### config.mk
export PLATFORM = sky130hd
export DESIGN_NAME = countdown_round_ctrl_flat
export DESIGN_NICKNAME = d
export VERILOG_FILES = /design/src/rtl/countdown_round_ctrl_if.sv /design/src/rtl/countdown_round_ctrl.sv /design/src/flat_wrapper.sv
export SDC_FILE = /design/constraint.sdc
export NUM_CORES = 1
export LEC_CHECK = 0
export BUFFER_PORTS_ARGS = -buffer_cell sky130_fd_sc_hd__buf_2
export CORE_MARGIN = 1.5
export CORE_UTILIZATION = 50
export DETAILED_ROUTE_END_ITERATION = 6
export PLACE_DENSITY = 0.69
export SLEW_MARGIN = 20
export SYNTH_ARGS = -nofsm -noshare
export SYNTH_HDL_FRONTEND = slang
export SYNTH_SLANG_ARGS = --single-unit
export TNS_END_PERCENT = 100
### constraint.sdc
create_clock -name clk -period 3.7 [get_ports clk]
set_input_delay 0.74 -clock clk [delete_from_list [all_inputs] [get_ports clk]]
set_output_delay 0.74 -clock clk [all_outputs]
set_load 0.01 [all_outputs]
### src/rtl/countdown_round_ctrl_if.sv
// Control and display bus of the countdown round controller.
// The master side drives the round commands and reads back the count,
// state and multiplexed display lines.
interface countdown_round_ctrl_if;
    logic       start;
    logic       pause;
    logic       abort;
    logic [6:0] load_val;
    logic [6:0] count;
    logic [1:0] state;
    logic       done;
    logic [3:0] digit;
    logic [3:0] an;

    modport master (
        output start, pause, abort, load_val,
        input  count, state, done, digit, an
    );

    modport slave (
        input  start, pause, abort, load_val,
        output count, state, done, digit, an
    );
endinterface

### src/rtl/countdown_round_ctrl.sv
// Countdown round controller: runs a 0..99 countdown stepped by a clock
// prescaler, supports pause/resume and abort, and drives a two-digit
// multiplexed 7-segment display (BCD digit plus active-low anodes).
module countdown_round_ctrl #(
    parameter int TICK_DIV = 50000000,
    parameter int SCAN_DIV = 131072
) (
    input  logic                  clk,
    input  logic                  reset,
    countdown_round_ctrl_if.slave bus
);

    typedef enum logic [1:0] {
        S_IDLE    = 2'b00,
        S_RUN     = 2'b01,
        S_PAUSE   = 2'b10,
        S_EXPIRED = 2'b11
    } state_t;

    localparam int PW = (TICK_DIV > 2) ? $clog2(TICK_DIV) : 1;
    localparam int SW = (SCAN_DIV > 2) ? $clog2(SCAN_DIV) : 1;
    localparam logic [PW-1:0] PRESC_MAX = PW'(TICK_DIV - 1);
    localparam logic [SW-1:0] SCAN_MAX  = SW'(SCAN_DIV - 1);

    // Clamp a requested start value to the two-digit display range.
    function automatic logic [6:0] sat99(input logic [6:0] v);
        return (v > 7'd99) ? 7'd99 : v;
    endfunction

    function automatic logic [3:0] bcd_ones(input logic [6:0] v);
        return 4'(v % 7'd10);
    endfunction

    function automatic logic [3:0] bcd_tens(input logic [6:0] v);
        return 4'(v / 7'd10);
    endfunction

    state_t        state_q, state_d;
    logic [6:0]    count_q, count_d;
    logic [PW-1:0] presc_q, presc_d;
    logic          done_q, done_d;
    logic [SW-1:0] scan_q;
    logic          slot_q;
    logic [3:0]    digit_q;
    logic [3:0]    an_q;
    logic          tick;

    assign tick = (presc_q == PRESC_MAX);

    // Round state, count and prescaler registers.
    always_ff @(posedge clk) begin
        if (reset) begin
            state_q <= S_IDLE;
            count_q <= 7'd0;
            presc_q <= '0;
            done_q  <= 1'b0;
        end else begin
            state_q <= state_d;
            count_q <= count_d;
            presc_q <= presc_d;
            done_q  <= done_d;
        end
    end

    // Next-state logic: abort beats start beats pause beats tick.
    always_comb begin
        state_d = state_q;
        count_d = count_q;
        presc_d = presc_q;
        done_d  = 1'b0;
        if (bus.abort) begin
            state_d = S_IDLE;
            count_d = 7'd0;
            presc_d = '0;
        end else if (bus.start && (state_q == S_IDLE || state_q == S_EXPIRED)) begin
            state_d = S_RUN;
            count_d = sat99(bus.load_val);
            presc_d = '0;
        end else begin
            case (state_q)
                S_RUN: begin
                    if (bus.pause) begin
                        // Prescaler is frozen, so a coinciding tick is deferred, not lost.
                        state_d = S_PAUSE;
                    end else if (count_q == 7'd0) begin
                        // Round started at zero expires immediately.
                        state_d = S_EXPIRED;
                        done_d  = 1'b1;
                    end else if (tick) begin
                        presc_d = '0;
                        count_d = count_q - 7'd1;
                        if (count_q == 7'd1) begin
                            state_d = S_EXPIRED;
                            done_d  = 1'b1;
                        end
                    end else begin
                        presc_d = presc_q + 1'b1;
                    end
                end
                S_PAUSE: begin
                    if (bus.pause) state_d = S_RUN;
                end
                default: ;
            endcase
        end
    end

    // Free-running digit scan; the slot flips each time the scan counter wraps.
    always_ff @(posedge clk) begin
        if (reset) begin
            scan_q <= '0;
            slot_q <= 1'b0;
        end else if (scan_q == SCAN_MAX) begin
            scan_q <= '0;
            slot_q <= ~slot_q;
        end else begin
            scan_q <= scan_q + 1'b1;
        end
    end

    // Registered display drive: ones in slot 0, tens (blanked when zero) in slot 1.
    always_ff @(posedge clk) begin
        if (reset) begin
            digit_q <= 4'd0;
            an_q    <= 4'b1111;
        end else if (!slot_q) begin
            digit_q <= bcd_ones(count_q);
            an_q    <= 4'b1110;
        end else begin
            digit_q <= bcd_tens(count_q);
            an_q    <= (bcd_tens(count_q) != 4'd0) ? 4'b1101 : 4'b1111;
        end
    end

    assign bus.count = count_q;
    assign bus.state = state_q;
    assign bus.done  = done_q;
    assign bus.digit = digit_q;
    assign bus.an    = an_q;

endmodule
### src/flat_wrapper.sv
// flat-port wrapper written by rule: the top's interface ports become plain ports
module countdown_round_ctrl_flat 
#(
    parameter int TICK_DIV = 50000000,
    parameter int SCAN_DIV = 131072
)
  (clk, reset, bus_start, bus_pause, bus_abort, bus_load_val, bus_count, bus_state, bus_done, bus_digit, bus_an);
  countdown_round_ctrl_if bus_i ();
  input  logic clk;
  input  logic reset;
  input wire logic [$bits(bus_i.start)-1:0] bus_start;
  input wire logic [$bits(bus_i.pause)-1:0] bus_pause;
  input wire logic [$bits(bus_i.abort)-1:0] bus_abort;
  input wire logic [$bits(bus_i.load_val)-1:0] bus_load_val;
  output wire logic [$bits(bus_i.count)-1:0] bus_count;
  output wire logic [$bits(bus_i.state)-1:0] bus_state;
  output wire logic [$bits(bus_i.done)-1:0] bus_done;
  output wire logic [$bits(bus_i.digit)-1:0] bus_digit;
  output wire logic [$bits(bus_i.an)-1:0] bus_an;
  assign bus_i.start = bus_start;
  assign bus_i.pause = bus_pause;
  assign bus_i.abort = bus_abort;
  assign bus_i.load_val = bus_load_val;
  assign bus_count = bus_i.count;
  assign bus_state = bus_i.state;
  assign bus_done = bus_i.done;
  assign bus_digit = bus_i.digit;
  assign bus_an = bus_i.an;
  countdown_round_ctrl #(.TICK_DIV(TICK_DIV), .SCAN_DIV(SCAN_DIV)) u_core (.clk(clk), .reset(reset), .bus(bus_i));
endmodule
==> summary by stage <==
Outcome
The run finished with clean final reports.

CTS
Gates resized during post-CTS repair numbered 0. The total clock buffers created by CTS is 9. The clock net in this run drives a total of 60 sinks. The number of buffers added to fix hold violations after cts is 0. The register clock-pin slew on the reported worst setup and hold paths is around 70 ps.

The longest clock path from root to sink contains 2 buffers. The CTS root buffer is clkbuf_8. For the worst-skew pair, the clock arrives at the later sink with an insertion delay of roughly 330 ps. The maximum level of the CTS H-tree is 3. TritonCTS built the clock tree. The post-CTS setup buffer count is 0.

Layout
The final core utilization is 57.6%. In the layout the commonest cells are dfxtp_1, nor2_1, nand2_1. The final net count is 429.

The synthesis-to-finish area growth is 9.03%. Fill cells in the final layout number 583. Of the cells placed in the final design, the portion with a size suffix greater than 1 is between 10% and 20%.

0 antenna diodes ended up in the layout. The non-filler instance count after layout is 486. The library cell used most frequently in the layout, excluding fill and tap cells, is dfxtp_1.

Timing
The final number of max-transition violations is 0. The number of hold violations in the final report is 0. The clock period minus final worst setup slack is 2740 ps. The share of the cycle needed by the critical path after routing is 74.0%. The setup clock skew after layout is 10.2 ps. Headroom to the max-slew limit came out at between 30 and 40%.

Across all hold checks on the routed design, the worst slack comes to around 450 ps. The slew at the pin closest to its max-slew limit is 999 ps. Timing would allow up to roughly 0.37 GHz. In the final timing run, aggregate negative setup slack is 0 ps. Setup violations remaining at the end of the flow were counted as 0. Setup repair after global routing left no endpoint under its margin.

Logic synthesis
The number of library cell types mapped by synthesis is 53. The synthesis warning total is 0. Of the total synthesized cell area, the portion taken by full adders, half adders and majority gates is between 3 and 4%. The cell count after synthesis came out at 386. The number of enable-type register cells in the synthesized netlist is 0. Sorting the synthesized cells by area gives the leading types as dfxtp_1, nor2_1, xor2_1, xnor2_1, ha_1. The synthesized netlist occupies a cell area of 0.00320 mm². Among all flip-flop cells after synthesis, the most frequent one is dfxtp_1. After synthesis, the largest family of logic cells by area is simple AND/OR/NAND/NOR gates. Of all flip-flops after synthesis, the portion carrying an async set or reset was 0%. The share of the synthesized area in the top cell type is 37.5%.

After synthesis the netlist holds a flip-flop and latch count of 60. The post-synthesis compound-gate area fraction is 13.3%. The largest total area in the synthesized netlist belongs to dfxtp_1.

The average size of a mapped cell is slightly above 8 µm². After synthesis, the share of cell area in mux cells is 1.25%. Summing the areas of all xor and xnor instances in the mapped netlist gives 10.1% of the synthesized area. The post-synthesis sequential area ratio is a little under two fifths. The simple-gate share of the synthesized area is 28.6%.

Setup path
The largest driver fanout on the critical path is 25. For the worst setup path, the data arrival time is 2910 ps. The classification of the worst setup path is flip-flop to flip-flop.

STA puts the critical path data required time at 3870 ps. The number of cells on the worst reg-to-reg path is 5. The category of the worst setup path capture point is a flip-flop.

The worst setup path is launched from a flip-flop.

Drt
Before antenna repair, the detailed router went through 4 iterations. The remaining routing DRC violations is 0. The vias per cell is 5.53. The sum of routed wire length over all layers is 6400 µm.

The remaining antenna violation count is 0. The final route contains 2686 vias. In the final routed layout, each cell accounts on average for between 10 and 15 µm.

After the first detailed-routing iteration, the DRC count stood at 146.

Global route
Entering global routing, the biggest net connects 26 pins. The all-layer global routing usage is 19.4%. After global routing the overflow that remains totals 0.

The number of antenna violations at the first check in global routing is 0. The first global-routing pass estimated about 11000 µm of wire. The number of global-route vias before repair was 2420.

Job
The tool flagged a number of max-cap violations equal to 0.

Place
The final weighted congestion in routability-driven placement is 0.793. The post-DP HPWL is 4570 µm. The count of buffers from port buffering is 27. The cell total after placement is between 400 and 500.

Floorplanning
In this run the core area contains 28 standard-cell rows. Measured along the y axis, the die boundary spans 83.0 µm. In this run the count of I/O pins placed on the die edge is 30. The core region is 0.00606 mm².

The horizontal die dimension is 83.0 µm. For this configuration, the core starts out at a cell density of 52.8%. The die footprint is 0.00689 mm².

Min path
The cell depth of the worst hold path is 1. The tightest min-delay check is of the flip-flop to flip-flop type.

Pwr
The design draws between 1000 and 1500 µW. For this design the static power due to leakage is about 0.0013 µW. Dividing total power by cell area gives a power density of 374 mW/mm².

The maximum ir drop on the vdd rail is 0.296 mV.
## cells in the mapped netlist (all sizes together), types with 3 or more instances
cell type   n
a21oi      20
a221oi      3
and2        3
and3        4
and4        5
buf         7
clkbuf     11
dfxtp      60
ha         10
inv        14
mux2i       4
nand2      28
nand2b      7
nand3      20
nand4      10
nor2       58
nor2b       5
nor3       12
o211a       3
o21ai      15
o22ai       3
or2         4
or3        12
xnor2      18
xor2       19
## final timing paths
| path | endpoint | slack [ps] | from |
|---|---|---|---|
| setup / recovery | u_core.presc_q[23] | 960 | u_core.bus.count[2] |
| hold / removal | u_core.scan_q[0] | 450 | u_core.scan_q[0] |
| setup reg to reg | u_core.presc_q[23] | 960 | u_core.bus.count[2] |
| hold reg to reg | u_core.scan_q[0] | 450 | u_core.scan_q[0] |
## critical path, stage by stage (launching register included)
cell and delay [ps]:
dfxtp_1 680, or4_1 230, or3_1 220, nor4b_4 480, or2_1 840, nor2_1 110
## through the flow
step | instance area, µm² | setup slack (ps)
after CTS | 3490 | 919
final | 3490 | 961
after global routing | 3490 | 626
after global placement | 3320 | 1010
after floorplan | 3210 | 1420
after detailed placement | 3320 | 945
## logic make-up (layout without fill, tap and decap cells)
kind of cell	Yosys count	in the layout
AND/OR/NAND/NOR	178	178
AO/OA/AOI/OAI	64	64
flip-flops	60	60
XOR/XNOR	37	37
buffers and inverters	32	56
adder cells (fa/ha/maj)	10	10
multiplexers	4	4
other	1	2
## per-layer routing
layer | vias to the layer above | share of wire [%] | track usage [%]
met5 | - | 0 | 0
met3 | 6 | 2.8 | 4.67
met4 | 0 | 1.3 | 7.73
met1 | 1258 | 52 | 26.7
met2 | 31 | 44 | 29.5
li1 | 1391 | - | -
## power by group
part           internal, µW  switching [µW]  total [µW]
Combinational          49.0            73.6         123
Sequential              658            14.9         673
Clock                   274             237         511
Total                   981             326        1310
## flip-flops by register name (all words and copies together), names as in the netlist
| signal | cells |
|---|---|
| u_core.bus.done | 1 |
| u_core.bus.digit | 4 |
| u_core.slot_q | 1 |
| u_core.presc_q | 26 |
| u_core.bus.state | 2 |
| u_core.scan_q | 17 |
| u_core.bus.an | 2 |
| u_core.bus.count | 7 |
## final cells by class
type	count	area [µm²]	area share, %
flip-flops and latches	60	1200	34.4
repair buffers	27	135	3.87
multi-input cells	295	1840	52.7
clock buffers	13	159	4.55
inverters	14	52.6	1.51
clock inverters	2	10.0	0.287
well taps	75	93.8	2.69
(Power assumes the default switching activity.)
